**src/rtl/asteroid_field_ctrl_pkg.sv**
```systemverilog
// Shared types and constants for the asteroid field controller.
// Slot sizes, FSM states, BCD point values and the per-level seed pattern.
package asteroid_field_ctrl_pkg;

  typedef enum logic [1:0] {
    AST_NONE  = 2'd0,
    AST_SMALL = 2'd1,
    AST_MED   = 2'd2,
    AST_LARGE = 2'd3
  } ast_slot_t;

  typedef enum logic [1:0] {
    ST_IDLE   = 2'd0,
    ST_SCAN   = 2'd1,
    ST_COMMIT = 2'd2
  } fsm_state_t;

  localparam logic [11:0] PTS_LARGE = 12'h020;
  localparam logic [11:0] PTS_MED   = 12'h050;
  localparam logic [11:0] PTS_SMALL = 12'h100;

  function automatic ast_slot_t seed_size(input int idx, input int n_large);
    return (idx < n_large) ? AST_LARGE : AST_NONE;
  endfunction

endpackage

```
**src/rtl/asteroid_field_ctrl_bcd_add3.sv**
```systemverilog
// Three-digit BCD adder; any carry out of the hundreds digit clamps to 999.
module asteroid_field_ctrl_bcd_add3 (
  input  logic [11:0] a,
  input  logic [11:0] b,
  output logic [11:0] sum
);

  logic [4:0]  dsum [3];
  logic [3:0]  carry;
  logic [11:0] raw;

  always_comb begin
    carry = '0;
    raw   = '0;
    for (int d = 0; d < 3; d++) begin
      dsum[d] = 5'(a[4*d +: 4]) + 5'(b[4*d +: 4]) + 5'(carry[d]);
      if (dsum[d] > 5'd9) begin
        dsum[d]    = dsum[d] + 5'd6;
        carry[d+1] = 1'b1;
      end
      raw[4*d +: 4] = dsum[d][3:0];
    end
    sum = carry[3] ? 12'h999 : raw;
  end

endmodule

```
**src/rtl/asteroid_field_ctrl.sv**
```systemverilog
// Asteroid slot manager: accumulates torpedo hits per frame, resolves splits with a
// one-slot-per-cycle scan after vsync, and commits sizes, reload pulses and BCD points.
module asteroid_field_ctrl
  import asteroid_field_ctrl_pkg::*;
#(
  parameter int NUM_SLOTS = 8,
  parameter int NUM_LARGE = 2,
  parameter int T_NUM     = 4
) (
  input  logic                                   clk,
  input  logic                                   resetN,
  input  logic                                   vsync,
  input  logic                                   game_begin,
  input  logic                                   game_over,
  input  logic                                   new_level,
  input  logic [NUM_SLOTS-1:0]                   hit_en,
  input  logic [T_NUM-1:0]                       torpedo_en,
  output logic [T_NUM-1:0]                       torpedo_hit,
  output logic [2*NUM_SLOTS-1:0]                 slot_size,
  output logic [NUM_SLOTS-1:0]                   slot_new,
  output logic [NUM_SLOTS*$clog2(NUM_SLOTS)-1:0] slot_parent,
  output logic [11:0]                            ast_points,
  output logic                                   points_valid,
  output logic                                   level_clear,
  output logic [7:0]                             drop_cnt
);

  localparam int PW = $clog2(NUM_SLOTS);
  localparam logic [NUM_SLOTS-1:0] SEED_MASK = NUM_SLOTS'((64'd1 << NUM_LARGE) - 64'd1);

  fsm_state_t state_q, state_d;

  ast_slot_t      size_q      [NUM_SLOTS];
  ast_slot_t      work_size   [NUM_SLOTS];
  logic [PW-1:0]  parent_q    [NUM_SLOTS];
  logic [PW-1:0]  work_parent [NUM_SLOTS];

  logic [PW-1:0]        k;
  logic [NUM_SLOTS-1:0] live, live_hit, cur_hit;
  logic [NUM_SLOTS-1:0] hit_acc, hits_frame, free_cap, alloc, new_mask, avail;
  logic                 pend_nl, reseed, found, work_empty;
  logic                 hit_k, score_en, capture, last_k;
  logic [PW-1:0]        fidx;
  ast_slot_t            cur_size, next_size, child_size;
  logic [11:0]          pts, step_pts, pts_sum;

  always_comb begin
    live = '0;
    for (int i = 0; i < NUM_SLOTS; i++) live[i] = (size_q[i] != AST_NONE);
  end

  assign live_hit    = hit_en & live & {NUM_SLOTS{~game_over}};
  assign cur_hit     = live_hit & {NUM_SLOTS{|torpedo_en}};
  assign torpedo_hit = torpedo_en & {T_NUM{|live_hit}};

  assign capture  = (state_q == ST_IDLE) & vsync;
  assign last_k   = (k == PW'(NUM_SLOTS - 1));
  assign score_en = game_begin & ~game_over;

  always_comb begin
    cur_size   = work_size[k];
    hit_k      = hits_frame[k] & ~reseed;
    next_size  = AST_NONE;
    child_size = AST_NONE;
    step_pts   = '0;
    case (cur_size)
      AST_LARGE: begin next_size = AST_MED;   child_size = AST_MED;   step_pts = PTS_LARGE; end
      AST_MED:   begin next_size = AST_SMALL; child_size = AST_SMALL; step_pts = PTS_MED;   end
      AST_SMALL: begin next_size = AST_NONE;  child_size = AST_NONE;  step_pts = PTS_SMALL; end
      default:   ;
    endcase
  end

  // Lowest slot that was empty at capture and not yet handed out this frame.
  always_comb begin
    avail = free_cap & ~alloc;
    found = 1'b0;
    fidx  = '0;
    for (int i = NUM_SLOTS - 1; i >= 0; i--) begin
      if (avail[i]) begin
        found = 1'b1;
        fidx  = PW'(i);
      end
    end
  end

  always_comb begin
    work_empty = 1'b1;
    for (int i = 0; i < NUM_SLOTS; i++) begin
      if (work_size[i] != AST_NONE) work_empty = 1'b0;
    end
  end

  asteroid_field_ctrl_bcd_add3 u_bcd_add3 (
    .a   (pts),
    .b   (step_pts),
    .sum (pts_sum)
  );

  always_comb begin
    state_d = state_q;
    case (state_q)
      ST_IDLE:   if (vsync) state_d = ST_SCAN;
      ST_SCAN:   if (last_k) state_d = ST_COMMIT;
      ST_COMMIT: state_d = ST_IDLE;
      default:   state_d = ST_IDLE;
    endcase
  end

  always_ff @(posedge clk or negedge resetN) begin
    if (!resetN) state_q <= ST_IDLE;
    else         state_q <= state_d;
  end

  always_ff @(posedge clk or negedge resetN) begin
    if (!resetN) begin
      k            <= '0;
      hit_acc      <= '0;
      hits_frame   <= '0;
      free_cap     <= '0;
      alloc        <= '0;
      new_mask     <= '0;
      pend_nl      <= 1'b0;
      reseed       <= 1'b0;
      pts          <= '0;
      drop_cnt     <= '0;
      ast_points   <= '0;
      points_valid <= 1'b0;
      level_clear  <= 1'b0;
      slot_new     <= '0;
      for (int i = 0; i < NUM_SLOTS; i++) begin
        size_q[i]      <= seed_size(i, NUM_LARGE);
        work_size[i]   <= AST_NONE;
        parent_q[i]    <= PW'(i);
        work_parent[i] <= PW'(i);
      end
    end else begin
      points_valid <= 1'b0;
      level_clear  <= 1'b0;
      slot_new     <= '0;
      if (new_level) pend_nl <= 1'b1;

      // Capture: freeze the frame's hits, free mask and working copy.
      if (capture) begin
        hits_frame  <= hit_acc | cur_hit;
        hit_acc     <= '0;
        reseed      <= pend_nl | new_level | ~(|live);
        pend_nl     <= 1'b0;
        free_cap    <= ~live;
        alloc       <= '0;
        new_mask    <= '0;
        pts         <= '0;
        k           <= '0;
        work_size   <= size_q;
        work_parent <= parent_q;
      end else begin
        hit_acc <= hit_acc | cur_hit;
      end

      // Scan: resolve slot k against the working copy.
      if (state_q == ST_SCAN) begin
        k <= k + PW'(1);
        if (hit_k) begin
          work_size[k] <= next_size;
          if (score_en) pts <= pts_sum;
          if (child_size != AST_NONE) begin
            if (found) begin
              work_size[fidx]   <= child_size;
              work_parent[fidx] <= k;
              alloc[fidx]       <= 1'b1;
              new_mask[fidx]    <= 1'b1;
              new_mask[k]       <= 1'b1;
            end else if (drop_cnt != 8'hFF) begin
              drop_cnt <= drop_cnt + 8'd1;
            end
          end
        end
      end

      // Commit: publish sizes, reload pulses and frame points.
      if (state_q == ST_COMMIT) begin
        points_valid <= 1'b1;
        if (reseed) begin
          ast_points <= '0;
          slot_new   <= SEED_MASK;
          for (int i = 0; i < NUM_SLOTS; i++) begin
            size_q[i] <= seed_size(i, NUM_LARGE);
            if (i < NUM_LARGE) parent_q[i] <= PW'(i);
          end
        end else begin
          ast_points  <= pts;
          slot_new    <= new_mask;
          level_clear <= work_empty;
          size_q      <= work_size;
          parent_q    <= work_parent;
        end
      end
    end
  end

  always_comb begin
    slot_size   = '0;
    slot_parent = '0;
    for (int i = 0; i < NUM_SLOTS; i++) begin
      slot_size[2*i +: 2]    = size_q[i];
      slot_parent[PW*i +: PW] = parent_q[i];
    end
  end

endmodule
```
**config.mk**
```make
export PLATFORM = sky130hd
export DESIGN_NAME = asteroid_field_ctrl
export DESIGN_NICKNAME = d
export VERILOG_FILES = /design/src/rtl/asteroid_field_ctrl_pkg.sv /design/src/rtl/asteroid_field_ctrl_bcd_add3.sv /design/src/rtl/asteroid_field_ctrl.sv
export SDC_FILE = /design/constraint.sdc
export NUM_CORES = 1
export LEC_CHECK = 0
export CAP_MARGIN = 25
export CORE_MARGIN = 4
export CORE_UTILIZATION = 50
export CTS_CLUSTER_SIZE = 40
export DETAILED_ROUTE_END_ITERATION = 10
export GPL_TIMING_DRIVEN = 0
export PLACE_DENSITY = 0.84
export SKIP_CTS_REPAIR_TIMING = 1
export SLEW_MARGIN = 40
export SYNTH_ARGS = -nofsm -noshare
export SYNTH_HDL_FRONTEND = slang
export SYNTH_SLANG_ARGS = --single-unit
```
**constraint.sdc**
```tcl
create_clock -name clk -period 6.1 [get_ports clk]
set_input_delay 0.61 -clock clk [delete_from_list [all_inputs] [get_ports clk]]
set_output_delay 0.61 -clock clk [all_outputs]
set_load 0.05 [all_outputs]
```
==> results.sh <==
export IMPL_status="completed"
export IMPL_start_util=0.511
export IMPL_power_total_mw=4.20
export IMPL_synth_area_per_cell_um2=10.4
export IMPL_fmax_mhz=174
export IMPL_setup_viol=0
export IMPL_vias=6617
export IMPL_cts_clk_slew_worst_paths_ns=0.07
export IMPL_finalNonFillerCells=1119
export IMPL_wl_um=22100
export IMPL_setup_slack_ns=0.350
export IMPL_grt_max_degree=77
export IMPL_firstDrtPassIters=5
export IMPL_crit_arrival_ns=6.06
export IMPL_grt_antenna_before_repair=0
export IMPL_period_share=0.943
export IMPL_worst_slew_pin_slew_ns=0.842
export IMPL_rr_startpoint="k[0]$_DFFE_PN0P_"
export IMPL_maxCapViolCount=0
export IMPL_num_rows=46
export IMPL_required_ns=6.41
export IMPL_nets=921
export IMPL_skew_ns=0.0120
export IMPL_hold_path_class="in2async"
export IMPL_p_leak_nw=4.25
export IMPL_die_h_um=136
export IMPL_die_w_um=136
export IMPL_drc_errors=0
export IMPL_clock_sinks=169
export IMPL_drive_above_1_share=0.133
export IMPL_vias_per_cell=5.91
export IMPL_grt_busiest_layer="met2"
export IMPL_hold_viol=0
export IMPL_clock_latency_ns=0.44
export IMPL_max_stage_delay_ns=0.66
export IMPL_hpwl_um=15500
export IMPL_clockBufferDepth=2
export IMPL_yosys_area_top_type="dfrtp_1"
export IMPL_ys_flop_type="dfrtp_1"
export IMPL_synth_area_top_cells="dfrtp_1 (43%), dfstp_2 (9.0%), mux2i_1 (6.1%)"
export IMPL_vdd_ir_drop_worst_v=0.000278
export IMPL_seq_area_um2=4260
export IMPL_ys_types=61
export IMPL_grt_pass1_wl_um=35100
export IMPL_dp_slack_ns=0.00460
export IMPL_async_flop_share=1.00
export IMPL_final_util=0.627
export IMPL_syn_nets=811
export IMPL_slew_viol_final=0
export IMPL_ios=92
export IMPL_cts_buffers=17
export IMPL_routedWlPerCell_um=19.7
export IMPL_dp_cells=1089
export IMPL_setup_worst_path_class="reg2reg"
export IMPL_powerDensity_nw_per_um2=420
export IMPL_n_fill_cell=1297
export IMPL_dieArea_um2=18400
export IMPL_cp_slowest_cell="fa_2"
export IMPL_gr_usage_met3=0.0609
export IMPL_drtIter0Drc=599
export IMPL_ys_seq_elements=169
export IMPL_slew_headroom=0.438
export IMPL_root_buffer="clkbuf_16"
export IMPL_grt_pass1_vias=6633
export IMPL_netlist_area_um2=8140
export IMPL_cp_end_kind="flip-flop"
export IMPL_synth_edf_count=0
export IMPL_synth_seq_area_share=0.524
export IMPL_grt_met1_usage=0.318
export IMPL_final_antenna_net_count=0
export IMPL_tns_ns=0
export IMPL_final_common_cell="dfrtp_1"
export IMPL_tritoncts="built"
export IMPL_switching_share=0.399
export IMPL_grt_overflow=0
export IMPL_pwr_share_seq=0.376
export IMPL_cp_max_fo=10
export IMPL_period_needed_ns=5.75
export IMPL_netlist_area_leader_share=0.433
export IMPL_p_clk_frac=0.256
export IMPL_rsz0062_at_grt="false"
export IMPL_switchingPower_mw=1.67
export IMPL_h_tree_depth=4
export IMPL_cp_startpoint="k[0]$_DFFE_PN0P_"
export IMPL_io_buffer_count=91
export IMPL_finalWeightedCongestion=0.954
export IMPL_path_cells="buf_2 > nor2b_1 > a221oi_1 > o21ai_1 > clkbuf_2 > nand2_2 > inv_1 > fa_1 > fa_2 > nor3b_1 > o21ai_0 > o311ai_2 > fa_1 > inv_1 > ha_1 > inv_1 > and4_1 > a221o_1 > and2_1 > clkbuf_1 > a21oi_1 > o21ai_0"
export IMPL_antennaDiodeCount=0
export IMPL_area_growth_pct=22.8
export IMPL_grt_use_total=0.247
export IMPL_ys_warn_count=0
export IMPL_multi_input_area_um2=3660
export IMPL_p_int_mw=2.52
export IMPL_crit_path_frequent_cell="inv_1"
export IMPL_start_kind="flip-flop"
export IMPL_final_cell_mix="dfrtp_1 (141), nand2_1 (98), clkdlybuf4s50_1 (90)"
export IMPL_coreArea_um2=15900
export IMPL_grt_util_met2=0.405
export IMPL_comb_power_share=0.368
export IMPL_synthCells=780
-- stage by stage --
stage	area (µm²)	hold WS, ns
after CTS	9980	0.0115
after global routing	10000	0.00503
final	10000	0.0108
after floorplan	8140	0.314
after global placement	9320	0.451
after detailed placement	9390	0.459
-- synthesized netlist by cell type (5+ instances only) --
master	number
dfrtp_1	141
nand2_1	99
o21ai_0	76
mux2i_1	50
nor2_1	40
clkbuf_1	37
nand2b_1	33
dfstp_2	28
mux2_2	22
a21oi_1	18
a31oi_1	18
inv_1	18
and2_1	16
nand3_1	12
a21o_1	11
nor2b_1	11
o22ai_1	11
ha_1	10
or2_2	10
and3_1	9
xnor2_1	9
a221o_1	8
nor3_1	7
nor4_1	7
nor4_4	5
o31ai_1	5
-- worst paths after layout --
check                      slack (ns)  cells past startpoint                  endpoint
setup / recovery                 0.35                     22        pts[1]$_DFFE_PN0P_
hold / removal                   0.01                      1   drop_cnt[3]$_DFFE_PN0P_
setup reg to reg                 0.35                     22        pts[1]$_DFFE_PN0P_
hold reg to reg                  0.48                      2   free_cap[5]$_DFFE_PN0P_
max in group asynchronous        5.42                      2  slot_size[1]$_DFFE_PN1P_
min in group clk                 0.48                      2   free_cap[5]$_DFFE_PN0P_
-- area by class of cell --
class | instances | area share
Sequential cell | 169 | 0.426
Tap cell | 216 | 0.0270
Multi-Input combinational cell | 549 | 0.366
Inverter | 18 | 0.00676
Buffer | 42 | 0.0174
Timing Repair Buffer | 93 | 0.0971
Clock inverter | 14 | 0.0149
Clock buffer | 18 | 0.0439
-- layer usage --
metal / vias to the layer above / part of all wire
met5: - / 0
met4: 0 / 0.033
met3: 60 / 0.071
met2: 275 / 0.49
met1: 3289 / 0.41
li1: 2993 / -
-- registers in the layout (all words and copies together), names as in the netlist --
register	flops
pend_nl	1
level_clear	1
state_q	2
free_cap	8
drop_cnt	8
work_parent	24
slot_size	16
slot_new	8
new_mask	8
hits_frame	8
ast_points	12
pts	12
hit_acc	8
points_valid	1
reseed	1
work_size	16
alloc	8
slot_parent	24
k	3
-- cells by family (layout without fill, tap and decap cells) --
family,count (synthesis),count (layout),synth area share
flops,169,169,0.524
mux,74,74,0.0960
fa+ha+maj,13,13,0.0227
compound gates,178,178,0.137
buf+inv,62,185,0.0301
simple gates,274,274,0.180
xor+xnor,10,10,0.0108
-- critical path: cells and delay by family, from the launching register on --
kind,cells,cell delay [ns]
AO/OA/AOI/OAI,7,1.68
adder cells (fa/ha/maj),4,1.77
buffers and inverters,6,0.92
flip-flops,1,0.48
AND/OR/NAND/NOR,5,0.73
-- power groups by stage --
| stage | sequential, mW | clock [mW] | combinational, mW |
|---|---|---|---|
| after floorplan | 1.67 | 0 | 0.914 |
| after global placement | 1.57 | 0 | 1.47 |
| after detailed placement | 1.58 | 0 | 1.51 |
| after CTS | 1.56 | 1.08 | 1.53 |
| after global routing | 1.61 | 1.13 | 1.67 |
| final | 1.58 | 1.07 | 1.55 |
Note: power is estimated with default switching activity, not from simulation.
